File: src/rtl/uart_alu_pkg.sv
// rtl/uart_alu_pkg.sv - shared opcodes, frame constants and FSM state types
// Purpose: opcode encodings for the ALU, UART line levels, and the state
//          enums used by the RX/TX framers and the operand sequencer.
// Ports:   none (package).
package uart_alu_pkg;

    localparam int OP_W = 6;

    localparam logic [OP_W-1:0] OP_ADD = 6'b100000;
    localparam logic [OP_W-1:0] OP_SUB = 6'b100010;
    localparam logic [OP_W-1:0] OP_AND = 6'b100100;
    localparam logic [OP_W-1:0] OP_OR  = 6'b100101;
    localparam logic [OP_W-1:0] OP_XOR = 6'b100110;
    localparam logic [OP_W-1:0] OP_NOR = 6'b100111;
    localparam logic [OP_W-1:0] OP_SRA = 6'b000011;
    localparam logic [OP_W-1:0] OP_SRL = 6'b000010;

    localparam logic LINE_IDLE = 1'b1;
    localparam logic START_BIT = 1'b0;
    localparam logic STOP_BIT  = 1'b1;

    // Shared by the receive and transmit framers.
    typedef enum logic [1:0] {
        ST_IDLE  = 2'd0,
        ST_START = 2'd1,
        ST_DATA  = 2'd2,
        ST_STOP  = 2'd3
    } uart_state_e;

    typedef enum logic [1:0] {
        SEQ_WAIT_A  = 2'd0,
        SEQ_WAIT_B  = 2'd1,
        SEQ_WAIT_OP = 2'd2,
        SEQ_SEND    = 2'd3
    } seq_state_e;

endpackage

File: src/rtl/alu.sv
// rtl/alu.sv - combinational 8-bit ALU
// Purpose: computes A op B, truncated to NB_DATA; unknown opcodes give 0.
// Ports:   i_a, i_b (operands), i_op (opcode) in; o_result out.
module alu
    import uart_alu_pkg::*;
#(
    parameter int NB_DATA = 8,
    parameter int NB_OP   = 6
) (
    input  logic [NB_DATA-1:0] i_a,
    input  logic [NB_DATA-1:0] i_b,
    input  logic [NB_OP-1:0]   i_op,
    output logic [NB_DATA-1:0] o_result
);

    // Shifts by NB_DATA or more fall out naturally: zero for >>, sign for >>>.
    always_comb begin
        o_result = '0;
        case (i_op)
            NB_OP'(OP_ADD): o_result = i_a + i_b;
            NB_OP'(OP_SUB): o_result = i_a - i_b;
            NB_OP'(OP_AND): o_result = i_a & i_b;
            NB_OP'(OP_OR):  o_result = i_a | i_b;
            NB_OP'(OP_XOR): o_result = i_a ^ i_b;
            NB_OP'(OP_NOR): o_result = ~(i_a | i_b);
            NB_OP'(OP_SRA): o_result = NB_DATA'($signed(i_a) >>> i_b);
            NB_OP'(OP_SRL): o_result = i_a >> i_b;
            default:        o_result = '0;
        endcase
    end

endmodule

File: src/rtl/alu_interface.sv
// rtl/alu_interface.sv - operand/opcode sequencer
// Purpose: collects A, B, OP from received bytes, registers the ALU result
//          and launches one transmit frame, ignoring bytes while sending.
// Ports:   i_clk, i_rst, i_rx_done, i_rx_data, i_tx_done, i_alu_result in;
//          o_a, o_b, o_op (ALU operands), o_result, o_tx_start out.
module alu_interface
    import uart_alu_pkg::*;
#(
    parameter int NB_DATA = 8,
    parameter int NB_OP   = 6
) (
    input  logic               i_clk,
    input  logic               i_rst,
    input  logic               i_rx_done,
    input  logic [NB_DATA-1:0] i_rx_data,
    input  logic               i_tx_done,
    input  logic [NB_DATA-1:0] i_alu_result,
    output logic [NB_DATA-1:0] o_a,
    output logic [NB_DATA-1:0] o_b,
    output logic [NB_OP-1:0]   o_op,
    output logic [NB_DATA-1:0] o_result,
    output logic               o_tx_start
);

    seq_state_e         state_q, state_d;
    logic [NB_DATA-1:0] a_q, a_d;
    logic [NB_DATA-1:0] b_q, b_d;
    logic [NB_OP-1:0]   op_q, op_d;
    logic [NB_DATA-1:0] result_q, result_d;
    logic               launch_q, launch_d;
    logic               tx_start_q, tx_start_d;

    assign o_a        = a_q;
    assign o_b        = b_q;
    assign o_op       = op_q;
    assign o_result   = result_q;
    assign o_tx_start = tx_start_q;

    always_comb begin
        state_d  = state_q;
        a_d      = a_q;
        b_d      = b_q;
        op_d     = op_q;
        launch_d = 1'b0;
        case (state_q)
            SEQ_WAIT_A: begin
                if (i_rx_done) begin
                    a_d     = i_rx_data;
                    state_d = SEQ_WAIT_B;
                end
            end
            SEQ_WAIT_B: begin
                if (i_rx_done) begin
                    b_d     = i_rx_data;
                    state_d = SEQ_WAIT_OP;
                end
            end
            SEQ_WAIT_OP: begin
                if (i_rx_done) begin
                    op_d     = i_rx_data[NB_OP-1:0];
                    launch_d = 1'b1;
                    state_d  = SEQ_SEND;
                end
            end
            SEQ_SEND: begin
                if (i_tx_done) begin
                    state_d = SEQ_WAIT_A;
                end
            end
            default: state_d = SEQ_WAIT_A;
        endcase

        // One clock after OP lands the ALU output is stable: capture it and
        // raise tx_start together so the transmitter sees the new result.
        result_d   = launch_q ? i_alu_result : result_q;
        tx_start_d = launch_q;
    end

    always_ff @(posedge i_clk or posedge i_rst) begin
        if (i_rst) begin
            state_q    <= SEQ_WAIT_A;
            a_q        <= '0;
            b_q        <= '0;
            op_q       <= '0;
            result_q   <= '0;
            launch_q   <= 1'b0;
            tx_start_q <= 1'b0;
        end else begin
            state_q    <= state_d;
            a_q        <= a_d;
            b_q        <= b_d;
            op_q       <= op_d;
            result_q   <= result_d;
            launch_q   <= launch_d;
            tx_start_q <= tx_start_d;
        end
    end

endmodule

File: src/rtl/baud_rate_gen.sv
// rtl/baud_rate_gen.sv - free-running baud tick generator
// Purpose: counts 0..BAUD_DIV-1 and flags the wrap cycle as a one-clock tick.
// Ports:   i_clk, i_rst (async, active high) in; o_tick out (oversample tick).
module baud_rate_gen #(
    parameter int BAUD_DIV = 1
) (
    input  logic i_clk,
    input  logic i_rst,
    output logic o_tick
);

    localparam int CW = (BAUD_DIV > 1) ? $clog2(BAUD_DIV) : 1;
    localparam logic [CW-1:0] CNT_LAST = CW'(BAUD_DIV - 1);

    logic [CW-1:0] cnt_q, cnt_d;

    // With BAUD_DIV=1 the counter sits at 0 and the tick is always high.
    always_comb begin
        o_tick = (cnt_q == CNT_LAST);
        cnt_d  = o_tick ? '0 : cnt_q + 1'b1;
    end

    always_ff @(posedge i_clk or posedge i_rst) begin
        if (i_rst) begin
            cnt_q <= '0;
        end else begin
            cnt_q <= cnt_d;
        end
    end

endmodule

File: src/rtl/uart_rx.sv
// rtl/uart_rx.sv - oversampling UART receiver
// Purpose: 1 start, NB_DATA data bits LSB first, stop bit; mid-bit sampling.
// Ports:   i_clk, i_rst, i_tick (baud tick), i_rx (serial line) in;
//          o_done (one-clock byte strobe), o_data (received byte) out.
module uart_rx
    import uart_alu_pkg::*;
#(
    parameter int NB_DATA    = 8,
    parameter int OVERSAMPLE = 16
) (
    input  logic               i_clk,
    input  logic               i_rst,
    input  logic               i_tick,
    input  logic               i_rx,
    output logic               o_done,
    output logic [NB_DATA-1:0] o_data
);

    localparam int SW = $clog2(OVERSAMPLE);
    localparam int NW = (NB_DATA > 1) ? $clog2(NB_DATA) : 1;
    localparam logic [SW-1:0] S_MID  = SW'(OVERSAMPLE / 2 - 1);
    localparam logic [SW-1:0] S_LAST = SW'(OVERSAMPLE - 1);
    localparam logic [NW-1:0] N_LAST = NW'(NB_DATA - 1);

    uart_state_e        state_q, state_d;
    logic [SW-1:0]      s_q, s_d;
    logic [NW-1:0]      n_q, n_d;
    logic [NB_DATA-1:0] b_q, b_d;
    logic               ferr_q, ferr_d;
    logic               sync1_q, sync2_q;
    logic               rx_s;

    assign rx_s   = sync2_q;
    assign o_data = b_q;

    always_comb begin
        state_d = state_q;
        s_d     = s_q;
        n_d     = n_q;
        b_d     = b_q;
        ferr_d  = ferr_q;
        o_done  = 1'b0;
        case (state_q)
            ST_IDLE: begin
                if (i_tick && (rx_s == START_BIT)) begin
                    state_d = ST_START;
                    s_d     = '0;
                end
            end
            ST_START: begin
                if (i_tick) begin
                    // Half a bit in: a line back high means it was a glitch.
                    if (s_q == S_MID) begin
                        if (rx_s == START_BIT) begin
                            state_d = ST_DATA;
                            s_d     = '0;
                            n_d     = '0;
                        end else begin
                            state_d = ST_IDLE;
                        end
                    end else begin
                        s_d = s_q + 1'b1;
                    end
                end
            end
            ST_DATA: begin
                if (i_tick) begin
                    if (s_q == S_LAST) begin
                        s_d = '0;
                        b_d = {rx_s, b_q[NB_DATA-1:1]};
                        if (n_q == N_LAST) begin
                            state_d = ST_STOP;
                        end else begin
                            n_d = n_q + 1'b1;
                        end
                    end else begin
                        s_d = s_q + 1'b1;
                    end
                end
            end
            ST_STOP: begin
                // After a framing error, stay here until the line idles so a
                // held-low line is not mistaken for a new start bit.
                if (ferr_q) begin
                    if (rx_s == LINE_IDLE) begin
                        ferr_d  = 1'b0;
                        state_d = ST_IDLE;
                    end
                end else if (i_tick) begin
                    if (s_q == S_LAST) begin
                        if (rx_s == STOP_BIT) begin
                            o_done  = 1'b1;
                            state_d = ST_IDLE;
                        end else begin
                            ferr_d = 1'b1;
                        end
                    end else begin
                        s_d = s_q + 1'b1;
                    end
                end
            end
            default: state_d = ST_IDLE;
        endcase
    end

    always_ff @(posedge i_clk or posedge i_rst) begin
        if (i_rst) begin
            state_q <= ST_IDLE;
            s_q     <= '0;
            n_q     <= '0;
            b_q     <= '0;
            ferr_q  <= 1'b0;
            sync1_q <= LINE_IDLE;
            sync2_q <= LINE_IDLE;
        end else begin
            state_q <= state_d;
            s_q     <= s_d;
            n_q     <= n_d;
            b_q     <= b_d;
            ferr_q  <= ferr_d;
            sync1_q <= i_rx;
            sync2_q <= sync1_q;
        end
    end

endmodule

File: src/rtl/uart_tx.sv
// rtl/uart_tx.sv - oversampling UART transmitter
// Purpose: sends one frame (start, NB_DATA bits LSB first, N_STOP stops).
// Ports:   i_clk, i_rst, i_tick, i_start (launch strobe), i_data (byte) in;
//          o_tx (serial line, registered), o_done (end-of-frame strobe) out.
module uart_tx
    import uart_alu_pkg::*;
#(
    parameter int NB_DATA    = 8,
    parameter int N_STOP     = 1,
    parameter int OVERSAMPLE = 16
) (
    input  logic               i_clk,
    input  logic               i_rst,
    input  logic               i_tick,
    input  logic               i_start,
    input  logic [NB_DATA-1:0] i_data,
    output logic               o_tx,
    output logic               o_done
);

    localparam int STOP_TICKS = OVERSAMPLE * N_STOP;
    localparam int SW = $clog2(STOP_TICKS) + 1;
    localparam int NW = (NB_DATA > 1) ? $clog2(NB_DATA) : 1;
    localparam logic [SW-1:0] S_LAST    = SW'(OVERSAMPLE - 1);
    localparam logic [SW-1:0] STOP_LAST = SW'(STOP_TICKS - 1);
    localparam logic [NW-1:0] N_LAST    = NW'(NB_DATA - 1);

    uart_state_e        state_q, state_d;
    logic [SW-1:0]      s_q, s_d;
    logic [NW-1:0]      n_q, n_d;
    logic [NB_DATA-1:0] shreg_q, shreg_d;
    logic               pend_q, pend_d;
    logic               tx_q, tx_d;

    assign o_tx = tx_q;

    always_comb begin
        state_d = state_q;
        s_d     = s_q;
        n_d     = n_q;
        shreg_d = shreg_q;
        pend_d  = pend_q;
        o_done  = 1'b0;
        case (state_q)
            ST_IDLE: begin
                if (i_start) begin
                    shreg_d = i_data;
                end
                // Hold the request until a tick so the start bit spans
                // exactly OVERSAMPLE ticks.
                if (i_start || pend_q) begin
                    if (i_tick) begin
                        state_d = ST_START;
                        s_d     = '0;
                        pend_d  = 1'b0;
                    end else begin
                        pend_d = 1'b1;
                    end
                end
            end
            ST_START: begin
                if (i_tick) begin
                    if (s_q == S_LAST) begin
                        state_d = ST_DATA;
                        s_d     = '0;
                        n_d     = '0;
                    end else begin
                        s_d = s_q + 1'b1;
                    end
                end
            end
            ST_DATA: begin
                if (i_tick) begin
                    if (s_q == S_LAST) begin
                        s_d     = '0;
                        shreg_d = shreg_q >> 1;
                        if (n_q == N_LAST) begin
                            state_d = ST_STOP;
                        end else begin
                            n_d = n_q + 1'b1;
                        end
                    end else begin
                        s_d = s_q + 1'b1;
                    end
                end
            end
            ST_STOP: begin
                if (i_tick) begin
                    if (s_q == STOP_LAST) begin
                        o_done  = 1'b1;
                        state_d = ST_IDLE;
                    end else begin
                        s_d = s_q + 1'b1;
                    end
                end
            end
            default: state_d = ST_IDLE;
        endcase

        // Line level follows the next state so o_tx stays aligned with state_q.
        case (state_d)
            ST_START: tx_d = START_BIT;
            ST_DATA:  tx_d = shreg_d[0];
            default:  tx_d = LINE_IDLE;
        endcase
    end

    always_ff @(posedge i_clk or posedge i_rst) begin
        if (i_rst) begin
            state_q <= ST_IDLE;
            s_q     <= '0;
            n_q     <= '0;
            shreg_q <= '0;
            pend_q  <= 1'b0;
            tx_q    <= LINE_IDLE;
        end else begin
            state_q <= state_d;
            s_q     <= s_d;
            n_q     <= n_d;
            shreg_q <= shreg_d;
            pend_q  <= pend_d;
            tx_q    <= tx_d;
        end
    end

endmodule

File: src/rtl/uart_alu_top.sv
// rtl/uart_alu_top.sv - UART-driven ALU: receive A, B, OP, transmit result
// Purpose: wires baud generator, receiver, sequencer, ALU and transmitter.
// Ports:   i_clk (clock), i_rst (async, active high), i_data (serial RX) in;
//          o_data (serial TX, idle high) out.
module uart_alu_top
    import uart_alu_pkg::*;
#(
    parameter int NB_DATA    = 8,
    parameter int NB_OP      = 6,
    parameter int N_STOP     = 1,
    parameter int OVERSAMPLE = 16,
    parameter int BAUD_DIV   = 1
) (
    input  logic i_clk,
    input  logic i_rst,
    input  logic i_data,
    output logic o_data
);

    logic               brgen_valid_urx;
    logic               rx_done;
    logic [NB_DATA-1:0] rx_data;
    logic               tx_start;
    logic               tx_done;
    logic [NB_DATA-1:0] alu_a;
    logic [NB_DATA-1:0] alu_b;
    logic [NB_OP-1:0]   alu_op;
    logic [NB_DATA-1:0] alu_result;
    logic [NB_DATA-1:0] result;

    baud_rate_gen #(
        .BAUD_DIV (BAUD_DIV)
    ) u_brgen (
        .i_clk  (i_clk),
        .i_rst  (i_rst),
        .o_tick (brgen_valid_urx)
    );

    uart_rx #(
        .NB_DATA    (NB_DATA),
        .OVERSAMPLE (OVERSAMPLE)
    ) u_rx (
        .i_clk  (i_clk),
        .i_rst  (i_rst),
        .i_tick (brgen_valid_urx),
        .i_rx   (i_data),
        .o_done (rx_done),
        .o_data (rx_data)
    );

    alu_interface #(
        .NB_DATA (NB_DATA),
        .NB_OP   (NB_OP)
    ) u_seq (
        .i_clk        (i_clk),
        .i_rst        (i_rst),
        .i_rx_done    (rx_done),
        .i_rx_data    (rx_data),
        .i_tx_done    (tx_done),
        .i_alu_result (alu_result),
        .o_a          (alu_a),
        .o_b          (alu_b),
        .o_op         (alu_op),
        .o_result     (result),
        .o_tx_start   (tx_start)
    );

    alu #(
        .NB_DATA (NB_DATA),
        .NB_OP   (NB_OP)
    ) u_alu (
        .i_a      (alu_a),
        .i_b      (alu_b),
        .i_op     (alu_op),
        .o_result (alu_result)
    );

    uart_tx #(
        .NB_DATA    (NB_DATA),
        .N_STOP     (N_STOP),
        .OVERSAMPLE (OVERSAMPLE)
    ) u_tx (
        .i_clk   (i_clk),
        .i_rst   (i_rst),
        .i_tick  (brgen_valid_urx),
        .i_start (tx_start),
        .i_data  (result),
        .o_tx    (o_data),
        .o_done  (tx_done)
    );

endmodule

File: config.mk
export PLATFORM = sky130hd
export DESIGN_NAME = uart_alu_top
export DESIGN_NICKNAME = d
export VERILOG_FILES = /design/src/rtl/uart_alu_pkg.sv /design/src/rtl/alu.sv /design/src/rtl/alu_interface.sv /design/src/rtl/baud_rate_gen.sv /design/src/rtl/uart_rx.sv /design/src/rtl/uart_tx.sv /design/src/rtl/uart_alu_top.sv
export SDC_FILE = /design/constraint.sdc
export NUM_CORES = 1
export LEC_CHECK = 0
export ABC_AREA = 1
export CAP_MARGIN = 25
export CORE_MARGIN = 2
export CORE_UTILIZATION = 45
export DETAILED_ROUTE_END_ITERATION = 7
export GPL_ROUTABILITY_DRIVEN = 0
export MAX_ROUTING_LAYER = met4
export PLACE_DENSITY = 0.72
export SLEW_MARGIN = 10
export SYNTH_ARGS = -nofsm -noshare
export SYNTH_HDL_FRONTEND = slang
export SYNTH_SLANG_ARGS = --single-unit
File: constraint.sdc
create_clock -name i_clk -period 3.6 [get_ports i_clk]
set_clock_uncertainty 0.05 [all_clocks]
set_input_delay 1.08 -clock i_clk [delete_from_list [all_inputs] [get_ports i_clk]]
set_output_delay 1.08 -clock i_clk [all_outputs]
set_load 0.005 [all_outputs]
== After elaboration in Yosys (flattened, before gate mapping) ==
Cells that the tools add are included.

* Register bits: 75
* Bits in latches: 0
* Memory bits (writable): 0
* ROM bits: 0
* Bits of input ports: 3
* Output and inout port bits: 1
* Logic and storage cells: 190
* Memories kept: 0

* Add/sub/neg operators: 7
* $mul: 0
* Divide/modulo/power cells: 0
* $lt $le $gt $ge: 0
* Equality and inequality tests: 53
* Shifts and indexed selects: 2
* Mux-type cells: 79
* Bitwise operators: 6
* Reduce and logical (&&, ||, !) cells: 21

{| class="wikitable"
|+ Operator list
! kind !! number
|-
| one-hot mux 8 bit (8 select lines) || 1
|-
| two-way mux 2 bit || 24
|-
| != test 2 bit (second input constant) || 19
|-
| == test 6 bit (second input constant) || 6
|-
| two-way mux 4 bit || 9
|-
| two-way mux 3 bit || 11
|-
| two-way mux 5 bit || 6
|-
| two-way mux 8 bit || 3
|-
| one-hot mux 2 bit (4 select lines) || 3
|-
| two-way mux 1 bit || 16
|-
| one-hot mux 4 bit (4 select lines) || 1
|-
| one-hot mux 8 bit (2 select lines) || 1
|-
| one-hot mux 5 bit (3 select lines) || 1
|-
| == test 2 bit (second input constant) || 7
|-
| != test 2 x 1 -> 1 bit (second input constant) || 7
|-
| AND reduction 7 bit || 2
|-
| == test 6 x 2 -> 1 bit (second input constant) || 2
|-
| one-hot mux 3 bit (2 select lines) || 2
|-
| adder 8 bit || 1
|-
| AND 8 bit || 1
|-
| == test 2 x 1 -> 1 bit (second input constant) || 4
|-
| inverter 8 bit || 1
|-
| bitwise OR 8 bit || 1
|-
| AND reduction 2 bit || 4
|-
| other kinds (27) || 35
|}

== Longest topological paths before layout ==
Gate-level depths: netlist (run 1).

* Word-level depth: 7
* Gate-level depth with buffers: 18
* Depth with buffers taken out: 18

== Modules after synthesis ==
From an unflattened synthesis (run 1), not the netlist that was laid out.

* Cells, all modules: 728
* Area, all modules: 5,372.7 µm²

{| class="wikitable"
|+ Modules (own cells, without submodules)
! module !! times used !! cells each !! area an instance (µm²) !! seq. area each (µm²)
|-
| alu || 1 || 296 || 1,594.0 || 0.0
|-
| alu_interface || 1 || 126 || 1,432.6 || 850.8
|-
| uart_tx || 1 || 164 || 1,246.2 || 501.7
|-
| uart_rx || 1 || 140 || 1,088.5 || 503.0
|-
| baud_rate_gen || 1 || 2 || 11.3 || 0.0
|}

== Worst setup path before layout (run 1) ==
No wires, ideal clock.

* Path type: register to register
* Start point: register u_seq.b_q[0], in the netlist u_seq.o_b[0]
* End point: register u_seq.result_q[7], in the netlist u_seq.o_result[7]
* Library setup time: 116 ps
* Data arrival time: 2,253 ps
* Data required time: 3,434 ps
* Path slack: 1,180 ps
* Stages on the path, launching flop included: 18
* Path buffers: 1
* Period minus slack after synthesis: 2,420 ps
* Path through: dfrtp_1 buf_2 inv_1 ha_1 inv_1 o21ai_0 o21ai_0 xor2_1 ha_1 a21oi_1 o21ai_0 a21o_1 inv_1 nand2_1 nand3_1 nand2_1 nand2_1 nand2_1

* Word-level cells in the longest chain between the ends: 2
* Elaborated cells on any way between the ends: 5
* Classes of those cells: add/sub: 2; shift: 2; mux: 1

{| class="wikitable"
|+ RTL lines
! element !! line !! source
|-
| from (decl) || alu_interface.sv:27 || <nowiki>logic [NB_DATA-1:0] b_q, b_d;</nowiki>
|-
| from (signal assigned) || alu_interface.sv:83 || <nowiki>b_q <= '0;</nowiki>
|-
| from (signal assigned) || alu_interface.sv:91 || <nowiki>b_q <= b_d;</nowiki>
|-
| subtractor 8 bit (tied with other cells) || alu.sv:21 || <nowiki>NB_OP'(OP_SUB): o_result = i_a - i_b;</nowiki>
|-
| one-hot mux 8 bit (8 select lines) (*) || alu.sv:19 || <nowiki>case (i_op)</nowiki>
|-
| to (signal assigned) || alu_interface.sv:93 || <nowiki>result_q <= result_d;</nowiki>
|-
| to (decl) || alu_interface.sv:29 || <nowiki>logic [NB_DATA-1:0] result_q, result_d;</nowiki>
|}

Every way passes the cells marked *; elsewhere a longest branch is shown, timed or not.
A chain may end at the register's enable or synchronous reset.

== Worst setup path after layout (run 1) ==
* Start point: register u_seq.b_q[1], in the netlist u_seq.o_b[1]
* End point: register u_seq.result_q[3], in the netlist u_seq.o_result[3]

Same word-level chain as after synthesis.

==> results of run 1 <==
==> worst max-delay path, cell delays in order, from the launching register on <==
cell	delay [ps]
sky130_fd_sc_hd__dfrtp_1	570
sky130_fd_sc_hd__clkinv_1	330
sky130_fd_sc_hd__ha_1	360
sky130_fd_sc_hd__inv_1	30
sky130_fd_sc_hd__o21ai_0	300
sky130_fd_sc_hd__inv_1	90
sky130_fd_sc_hd__ha_1	210
sky130_fd_sc_hd__a21oi_2	180
sky130_fd_sc_hd__nand2_1	100
sky130_fd_sc_hd__or2_0	210
sky130_fd_sc_hd__nand3_1	80
sky130_fd_sc_hd__nand4_1	90
sky130_fd_sc_hd__nor2_1	110
sky130_fd_sc_hd__nand2_1	60
sky130_fd_sc_hd__nand2_1	50
sky130_fd_sc_hd__nand2_1	50
==> power breakdown <==
| group | leakage (nW) | internal [mW] | switching, mW | total, mW |
|---|---|---|---|---|
| logic | 1.59 | 0.107 | 0.193 | 0.300 |
| registers | 0.999 | 0.864 | 0.0341 | 0.898 |
| clock network | 0.113 | 0.390 | 0.321 | 0.711 |
| total | 2.70 | 1.36 | 0.547 | 1.91 |
==> stage by stage <==
| stage | instances | hold WS (ps) | setup WS [ps] | instance area [um^2] |
|---|---|---|---|---|
| finish | 821 | 315 | 635 | 5380 |
| CTS | 821 | 316 | 647 | 5380 |
| global placement | 805 | 297 | 817 | 5170 |
| floorplan | 672 | 295 | 622 | 5020 |
| detailed placement | 805 | 305 | 666 | 5170 |
| global route | 821 | 320 | 229 | 5380 |
==> kinds of logic (layout without fill, tap and decap cells) <==
| kind of cell | after synthesis | after routing | share of synthesized area |
|---|---|---|---|
| XOR/XNOR | 9 | 9 | 0.0157 |
| buffers and inverters | 101 | 110 | 0.0856 |
| adder cells (fa/ha/maj) | 47 | 47 | 0.119 |
| AO/OA/AOI/OAI | 107 | 107 | 0.119 |
| flip-flops | 73 | 73 | 0.365 |
| AND/OR/NAND/NOR | 335 | 335 | 0.296 |
==> registers in the layout (all words and copies together) (netlist names), 2 cells and up, named ones only <==
signal          flops
u_rx.n_q            3
u_rx.o_data         8
u_rx.s_q            4
u_seq.o_a           8
u_seq.o_b           8
u_seq.o_op          6
u_seq.o_result      8
u_seq.state_q       2
u_tx.n_q            3
u_tx.s_q            5
u_tx.shreg_q        8
u_tx.state_q        2
==> synthesized netlist by cell type (all sizes together) <==
master and count:
o2111ai 1, or2 5, nand4 10, a22o 1
a21oi 18, nor2 52, dfrtp 70, nand3 52
nand2 209, a21o 1, o21ai 68, fa 1
clkbuf 4, buf 11, o31ai 1, and3 1
dfstp 3, nor3 6, a31oi 7, a22oi 1
inv 84, xnor2 1, ha 46, o22ai 2
xor2 8, o211ai 5, o311ai 1, o21a 1
clkinv 2
==> worst min path at each step <==
stage | startpoint | end | slack, ps | cells past startpoint
final | u_rx.sync1_q | u_rx.rx_s | 310 | 0
after CTS | u_rx.sync1_q | u_rx.rx_s | 320 | 0
after global placement | u_rx.sync1_q | u_rx.rx_s | 300 | 0
after floorplan | u_rx.sync1_q | u_rx.rx_s | 300 | 0
after detailed placement | u_rx.sync1_q | u_rx.rx_s | 300 | 0
after global routing | u_rx.sync1_q | u_rx.rx_s | 320 | 0
==> cell type report <==
cell class              count  area share
clock buffers               9      0.0230
clock inverters             7      0.0172
inverters                  86      0.0604
multi-input cells         498       0.512
flip-flops and latches     73       0.340
well taps                 140      0.0325
repair buffers              8      0.0149
==> routing by layer <==
metal  routed length [um]  share of wire
met1                 5010           0.46
met2                 5120           0.47
met3                  513          0.047
met4                  303          0.028
met5                    0              0
==> results by group, run 1 <==
Run status
  • Result of the run: finished, final reports clean

Clocking
  • CTS H-tree depth: 3
  • Count of hold buffers inserted by post-cts repair: 0
  • Number of sinks on the clock net: 73
  • Largest buffer count on any clock path: 2
  • Clk slew on worst S/H paths: 80 ps
  • Total clock buffers created by CTS: 9
  • CTS root buf: sky130_fd_sc_hd__clkbuf_8
  • Quantity of gates resized following cts: 0
  • Clock tree from TritonCTS: built
  • Number of buffers inserted to repair setup after CTS: 0
  • Insertion delay of the later-clocked pin in the worst-skew pair: 350 ps

Timing
  • Final Slew Violations: 0
  • Upper clock frequency limit: 337 MHz
  • Crit path time final: roughly 3000 ps
  • Worst slew slack as a fraction of its limit: 0.680
  • Post-route clock period utilization: 0.824
  • Final total negative setup slack: 0 ps
  • RSZ-0062 raised after global routing: no
  • Number of failing hold endpoints at the final stage: 0
  • Setup Viol. Count Final: 0
  • Slew at the pin closest to its max-slew limit: 480 ps

Setup path
  • Kind of start point of the critical path: flip-flop
  • Critical path peak fanout: 13
  • Cells on worst reg2reg path: 15
  • R2r endpoint: u_seq.o_result[3]
  • Timing startpoint of the critical path: u_seq.o_b[1]
  • Critical path capture point: u_seq.o_result[3]
  • Type of the setup path with the least slack: flip-flop to flip-flop
  • Data required, critical path: 3790 ps
  • Crit Reg-Reg Startpoint: u_seq.o_b[1]
  • Sort of element at the end of the critical path: flip-flop
  • Flop2flop setup slack: between 600 and 700 ps
  • Arrival time at the worst endpoint: approximately 3200 ps

Floorplanning
  • Die span in x: 110 um
  • Area of the core region: about 11000 um^2
  • Die outline height: 110 um
  • Full die area: 12000 um^2
  • Number of primary I/O pins: 4
  • Core Rows: 38
  • Starting Density: 0.463

Global routing
  • Leftover overflow at the end of global routing: 0
  • Total global-route track usage: 0.205
  • GRT met3 Usage: 0.0427
  • Number of antenna violations at the first check in global routing: 0
  • Global-route wire length before repair: 19100 um
  • Number of global-route vias before repair: 4197
  • Most congested layer reported by global routing: met2
  • Met1 GRT Util: 0.258
  • Met2 track demand over resource in global routing: 0.327
  • Maximum number of pins on one net before global-route repair: 33

Logic synthesis
  • Cell count after synthesis: roughly 670
  • Fraction of synthesized cell area taken by the top area cell type: 0.349
  • Portion of the post-synthesis area used by sequential elements: 0.365
  • Mean area per synthesized cell: 7.46 um^2
  • Synth warnings: 0
  • Mapped Nets: approximately 720
  • Flops & latches, synth: 73
  • Cell taking the most area after synthesis: sky130_fd_sc_hd__dfrtp_1
  • Cell types occupying the most area after synthesis: sky130_fd_sc_hd__dfrtp_1, sky130_fd_sc_hd__nand2_1, sky130_fd_sc_hd__ha_1, sky130_fd_sc_hd__o21ai_0, sky130_fd_sc_hd__inv_1
  • Netlist area before placement: about 5000 um^2
  • Distinct cells, synth: 45

Place
  • Quantity of I/O buffers inserted on ports: 3
  • Post-detailed-placement half-perimeter wirelength: 8560 um

Final layout
  • Finished Core Util: 0.497
  • FF+latch area: 1830 um^2
  • Antenna diode count: 0
  • Area occupied by multi-input gates: about 2800 um^2
  • Commonest non-fill, non-tap cells in the layout: sky130_fd_sc_hd__nand2_1, sky130_fd_sc_hd__inv_1, sky130_fd_sc_hd__dfrtp_1
  • Area overhead of the layout relative to synthesis: 7.33%
  • Nets: between 700 and 800
  • Fraction of layout cells with a size suffix above 1: 0.0808
  • Number of fill cells: 1042
  • Commonest non-fill, non-tap cell in the layout: sky130_fd_sc_hd__nand2_1

Routing
  • Initial DRC Count: ~350
  • Number of search-and-repair iterations in the first detailed-routing pass: 5
  • Post-route ant nets: 0
  • Average routed wire per standard cell: 13.3 um
  • Number of remaining DRC errors: 0
  • Vias/cell: 5.24
  • Final routed wirelength across all metal layers: 10900 um
  • Via count: 4299

Hold path
  • Class of the most critical hold timing path: flip-flop to flip-flop

Power
  • Power density relative to cell area: 354 nW/um^2
  • Leakage: approximately 2.7 nW
  • Worst VDD drop: 0.253 mV
  • Design Power: 1.91 mW

Run
  • Maxcap violations: 0
No activity file was read; power rests on OpenSTA's default activity.
==> run 2: changes to the inputs <==
==> constraint.sdc (replaced) <==
create_clock -name i_clk -period 3.1 [get_ports i_clk]
set_clock_uncertainty 0.05 [all_clocks]
set_input_delay 0.93 -clock i_clk [delete_from_list [all_inputs] [get_ports i_clk]]
set_output_delay 0.93 -clock i_clk [all_outputs]
set_load 0.005 [all_outputs]
==> run 2 against run 1 <==
  * Utilization about the same
  * Register-to-register slack lost 160 ps
  * Combinational power grew 18%
  * Critical path depth is the same
  * Clock power rose by 13%
  * Non-clock buffer count grew 1
  * Total power grew 15%
  * Sequential power grew 16%
  * Final area hardly changed
  * Via count grew 1.2%
  * Flip-flop and latch count unchanged
  * Wire length up 2.4%
==> results by group, run 2 (synthesis gave the netlist of run 1 again) <==
Clocking
  • CTS H-tree depth: 3
  • Number of buffers inserted to repair setup after CTS: 0
  • Largest buffer count on any clock path: 2
  • Count of hold buffers inserted by post-cts repair: 0
  • Number of sinks on the clock net: 73
  • Quantity of gates resized following cts: 0
  • Insertion delay of the later-clocked pin in the worst-skew pair: 360 ps
  • Total clock buffers created by CTS: 9
  • CTS root buf: sky130_fd_sc_hd__clkbuf_8
  • Clk slew on worst S/H paths: 90 ps
  • Clock tree from TritonCTS: built

Floorplanning
  • Die span in x: 110 um
  • Area of the core region: 10800 um^2
  • Full die area: between 10000 and 15000 um^2
  • Starting Density: 0.463
  • Core Rows: 38
  • Die outline height: 110 um
  • Number of primary I/O pins: 4

Global routing
  • Number of global-route vias before repair: 4251
  • Maximum number of pins on one net before global-route repair: 74
  • Most congested layer reported by global routing: met2
  • Global-route wire length before repair: about 19000 um
  • Total global-route track usage: 0.210
  • Leftover overflow at the end of global routing: 0
  • Number of antenna violations at the first check in global routing: 0
  • Met1 GRT Util: 0.258
  • GRT met3 Usage: 0.0439
  • Met2 track demand over resource in global routing: 0.337

Power
  • Leakage: 2.70 nW
  • Power density relative to cell area: 409 nW/um^2
  • Worst VDD drop: between 0.2 and 0.3 mV
  • Design Power: 2.20 mW

Setup path
  • Crit Reg-Reg Startpoint: u_seq.o_b[1]
  • R2r endpoint: u_seq.o_result[3]
  • Data required, critical path: approximately 3300 ps
  • Flop2flop setup slack: 480 ps
  • Kind of start point of the critical path: flip-flop
  • Arrival time at the worst endpoint: 2820 ps
  • CP most frequent cell: sky130_fd_sc_hd__nand2_1
  • Ordered list of cells on the worst path: clkinv_1 -> ha_1 -> inv_1 -> o21ai_0 -> inv_1 -> ha_1 -> a21oi_2 -> nand2_1 -> or2_0 -> nand3_1 -> nand4_1 -> nor2_1 -> nand2_1 -> nand2_1 -> nand2_1
  • Sort of element at the end of the critical path: flip-flop
  • Max stage delay on crit path: 360 ps
  • Cells on worst reg2reg path: 15
  • Type of the setup path with the least slack: flip-flop to flip-flop
  • Buffering stage count on the worst path with inverters included: 3
  • Slowest CP cell: sky130_fd_sc_hd__ha_1
  • Critical path peak fanout: 9
  • Kind of cell adding the most delay to the critical path: simple AND/OR/NAND/NOR gates

Timing
  • Setup Viol. Count Final: 0
  • Final Slew Violations: 0
  • Upper clock frequency limit: between 300 and 400 MHz
  • Number of failing hold endpoints at the final stage: 0
  • Crit path time final: 2620 ps
  • Hold slack final: about 310 ps
  • Final total negative setup slack: 0 ps
  • Worst slew slack as a fraction of its limit: 0.670
  • Slew at the pin closest to its max-slew limit: 493 ps
  • RSZ-0062 raised after global routing: no
  • Post-route clock period utilization: 0.846
  • Setup WS post-layout: 477 ps

Place
  • Quantity of I/O buffers inserted on ports: 3
  • Worst slack, placed: 523 ps
  • Post-detailed-placement half-perimeter wirelength: 8460 um

Final layout
  • Fraction of layout cells with a size suffix above 1: 0.0821
  • Nets: 727
  • Antenna diode count: 0
  • Number of fill cells: 1044
  • Area overhead of the layout relative to synthesis: 7.36%
  • Commonest non-fill, non-tap cells in the layout: sky130_fd_sc_hd__nand2_1, sky130_fd_sc_hd__inv_1, sky130_fd_sc_hd__dfrtp_1
  • Commonest non-fill, non-tap cell in the layout: sky130_fd_sc_hd__nand2_1

Routing
  • Number of remaining DRC errors: 0
  • Number of search-and-repair iterations in the first detailed-routing pass: 7
  • Vias/cell: 5.29
  • Via count: 4349
  • Final routed wirelength across all metal layers: 11200 um
  • Post-route ant nets: 0
  • Average routed wire per standard cell: between 10 and 15 um
  • Initial DRC Count: roughly 370

Run
  • Maxcap violations: 0

Run status
  • Result of the run: finished, final reports clean

Hold path
  • Worst Hold Depth: 0
  • Class of the most critical hold timing path: flip-flop to flip-flop
  • Hold EP: u_rx.rx_s
  • Startpoint of the lowest-slack hold path: u_rx.sync1_q
[run 2: changes by cell type in the layout (fill, tap and decap cells not counted)]
cell / previous run / this run
sky130_fd_sc_hd__buf_4: 4 / 5
sky130_fd_sc_hd__bufinv_16: 2 / 1
sky130_fd_sc_hd__clkbuf_8: 9 / 10
sky130_fd_sc_hd__clkinv_2: 3 / 0
sky130_fd_sc_hd__clkinv_4: 1 / 2
sky130_fd_sc_hd__clkinvlp_4: 0 / 1
sky130_fd_sc_hd__inv_6: 1 / 2
[run 2: routing by layer]
layer | part of all wire | wire length (um) | up-vias
met5 | 0 | 0 | -
met4 | 0.025 | 280 | 0
met3 | 0.059 | 664 | 32
met2 | 0.46 | 5200 | 134
met1 | 0.45 | 5060 | 2000
li1 | - | - | 2183
[run 2: worst max path at each step]
| stage | cells past startpoint | startpoint | end |
|---|---|---|---|
| 2_1_floorplan | 1 | i_rst | asynchronous set/reset pin |
| 3_3_place_gp | 15 | u_seq.o_b[1] | u_seq.o_result[3] |
| 3_5_place_dp | 15 | u_seq.o_b[1] | u_seq.o_result[3] |
| 4_1_cts | 15 | u_seq.o_b[1] | u_seq.o_result[3] |
| 5_1_grt | 17 | u_seq.o_op[3] | u_seq.o_result[7] |
| 6_report | 15 | u_seq.o_b[1] | u_seq.o_result[3] |
[run 2: power by group]
part	switching (mW)	total [mW]	internal, mW
clock	0.401	0.804	0.402
combinational	0.229	0.353	0.124
sequential	0.0420	1.04	1.00
[run 2: layout make-up]
| cell class | instances | area [um^2] | area share |
|---|---|---|---|
| clock buffer | 10 | 138 | 0.0256 |
| clock inverter | 6 | 72.6 | 0.0135 |
| inverter | 86 | 325 | 0.0604 |
| multi-input combinational | 498 | 2760 | 0.512 |
| sequential | 73 | 1830 | 0.340 |
| tap | 140 | 175 | 0.0325 |
| timing repair buffer | 9 | 87.6 | 0.0163 |
[run 2: per-stage QoR]
stage / cells / cell area, um^2 / util
finish: 822 / 5390 / 0.497
global route: 822 / 5390 / 0.497
CTS: 822 / 5390 / 0.497
detailed placement: 806 / 5170 / 0.477
global placement: 806 / 5170 / 0.477
floorplan: 672 / 5020 / -
==> run 3: changes to the inputs <==
==> constraint.sdc (replaced) <==
create_clock -name i_clk -period 2.5 [get_ports i_clk]
set_clock_uncertainty 0.05 [all_clocks]
set_input_delay 0.75 -clock i_clk [delete_from_list [all_inputs] [get_ports i_clk]]
set_output_delay 0.75 -clock i_clk [all_outputs]
set_load 0.005 [all_outputs]
==> run 3 against run 2 <==
  * First-iteration DRC count fell by 12%
  * Non-clock buffer count increased by 20
  * Utilization is 2.3 points higher
  * Critical path type unchanged
  * Highest routed layer unchanged
==> results by group, run 3 (synthesis gave the netlist of run 1 again) <==
Clocking
  • CTS root buf: sky130_fd_sc_hd__clkbuf_8
  • Largest buffer count on any clock path: 2
  • Total clock buffers created by CTS: 9
  • Clock tree from TritonCTS: built
  • Number of sinks on the clock net: 73
  • Insertion delay of the later-clocked pin in the worst-skew pair: 350 ps
  • Clk slew on worst S/H paths: 90 ps
  • CTS H-tree depth: 3

Final layout
  • FF+latch area: roughly 1800 um^2
  • Fraction of layout cells with a size suffix above 1: 0.127
  • Finished Core Util: 0.520
  • Number of fill cells: 1037
  • Area overhead of the layout relative to synthesis: 12.3%
  • Non-Filler Cell Area, Final: 5630 um^2
  • Area occupied by multi-input gates: between 2000 and 3000 um^2
  • Commonest non-fill, non-tap cell in the layout: sky130_fd_sc_hd__nand2_1
  • Nets: 747
  • Antenna diode count: 0
  • Commonest non-fill, non-tap cells in the layout: sky130_fd_sc_hd__nand2_1, sky130_fd_sc_hd__inv_1, sky130_fd_sc_hd__dfrtp_1

Place
  • Post-detailed-placement half-perimeter wirelength: 8850 um
  • Placement Cell Area: 5330 um^2
  • Worst slack, placed: -69.4 ps
  • Quantity of I/O buffers inserted on ports: 3

Routing
  • Via count: roughly 4500
  • Post-route ant nets: 0
  • Number of search-and-repair iterations in the first detailed-routing pass: 6
  • Initial DRC Count: approximately 320
  • Average routed wire per standard cell: 13.6 um
  • Number of remaining DRC errors: 0
  • Final routed wirelength across all metal layers: 11500 um
  • Vias/cell: about 5.3

Power
  • Power density relative to cell area: 515 nW/um^2
  • Worst VDD drop: 0.303 mV
  • Leakage: 2.82 nW

Global routing
  • Global-route wire length before repair: 20400 um
  • Maximum number of pins on one net before global-route repair: 32
  • Leftover overflow at the end of global routing: 0
  • Number of global-route vias before repair: 4300
  • Total global-route track usage: 0.221
  • Number of antenna violations at the first check in global routing: 0

Floorplanning
  • Starting Density: 0.463
  • Area of the core region: about 11000 um^2
  • Die outline height: 110 um
  • Full die area: between 10000 and 15000 um^2
  • Core Rows: 38
  • Number of primary I/O pins: 4
  • Die span in x: 110 um

Setup path
  • Type of the setup path with the least slack: flip-flop to flip-flop
  • Slowest CP cell: sky130_fd_sc_hd__dfrtp_1
  • Data required, critical path: 2690 ps
  • Kind of start point of the critical path: flip-flop
  • Sort of element at the end of the critical path: flip-flop
  • CP most frequent cell: sky130_fd_sc_hd__nand2_1
  • Arrival time at the worst endpoint: 2650 ps
  • Critical path peak fanout: 6
  • Max stage delay on crit path: 410 ps
  • Ordered list of cells on the worst path: nor2_2 -> inv_2 -> nor2_4 -> nand2_4 -> nand2_1 -> xor2_1 -> ha_2 -> nand2_1 -> nand2_1 -> nand2_1 -> nand3_1 -> or2_2 -> nand3_1 -> nand3_1 -> nand2_1 -> nand2_1

Timing
  • Worst slew slack as a fraction of its limit: 0.666
  • Post-route clock period utilization: 0.983
  • Crit path time final: 2460 ps
  • Upper clock frequency limit: 407 MHz
  • Number of failing hold endpoints at the final stage: 0
  • Final Slew Violations: 0
  • Setup WS post-layout: approximately 42 ps
  • Slew at the pin closest to its max-slew limit: 500 ps
  • RSZ-0062 raised after global routing: yes
  • Setup Viol. Count Final: 0

Run status
  • Result of the run: finished, final reports clean

Hold path
  • Class of the most critical hold timing path: flip-flop to flip-flop

Run
  • Maxcap violations: 0
[run 3: changes by cell type in the layout (fill, tap and decap cells not counted), sizes merged]
cell / previous run / this run
buf: 6 / 26
bufinv: 1 / 3
clkbuf: 10 / 9
clkinv: 4 / 3
clkinvlp: 1 / 2
inv: 86 / 85
[run 3: area by class of cell]
cell class | count | share of cell area
clock inverter | 7 | 0.0224
timing repair buffer | 29 | 0.0444
multi-input combinational | 498 | 0.497
inverter | 86 | 0.0584
sequential | 73 | 0.325
tap | 140 | 0.0311
clock buffer | 9 | 0.0220
[run 3: repair_timing]
action,in CTS,in global routing
buffers inserted,0,1
hold buffers,0,0
setup endpoints to repair,2,7
pin swaps,0,5
resized for setup,3,14
[run 3: stage by stage]
| step | TNS, ps | power [mW] | hold slack (ps) | std cells |
|---|---|---|---|---|
| finish | 0 | 2.90 | 306 | 842 |
| global route | -646 | 3.07 | 311 | 842 |
| floorplan | 0 | 1.64 | 295 | 672 |
| CTS | 0 | 2.92 | 306 | 841 |
| detailed placement | -92.2 | 1.76 | 300 | 825 |
| global placement | -54.0 | 1.72 | 298 | 825 |
[run 3: where the power goes]
part	leakage (nW)	internal [mW]	switching [mW]	total, mW
sequential	0.999	1.24	0.0491	1.29
clock	0.122	0.675	0.485	1.16
combinational	1.70	0.160	0.290	0.449
[run 3: worst paths after layout]
check | start | slack (ps) | cells after the start | end
min in group asynchronous | i_rst | 650 | 2 | u_seq.o_b[1]
min | u_rx.sync1_q | 310 | 0 | u_rx.rx_s
max in group asynchronous | i_rst | 1200 | 3 | u_tx.o_tx
min reg2reg | u_rx.sync1_q | 310 | 0 | u_rx.rx_s
max | u_seq.o_op[2] | 40 | 16 | u_seq.o_result[6]
max reg2reg | u_seq.o_op[2] | 40 | 16 | u_seq.o_result[6]
[run 3: layer usage]
metal	up-vias	part of all wire	track usage
met2	143	0.48	0.353
li1	2224	-	-
met5	-	0	-
met1	2065	0.45	0.287
met4	0	0.028	0.0841
met3	44	0.047	0.0314
[run 3: worst max-delay path: cells and delay by family (launching register included)]
family	cells	cell delay (ps)
simple gates	13	1300
flops	1	410
buf+inv	1	60
xor+xnor	1	200
fa+ha+maj	1	340
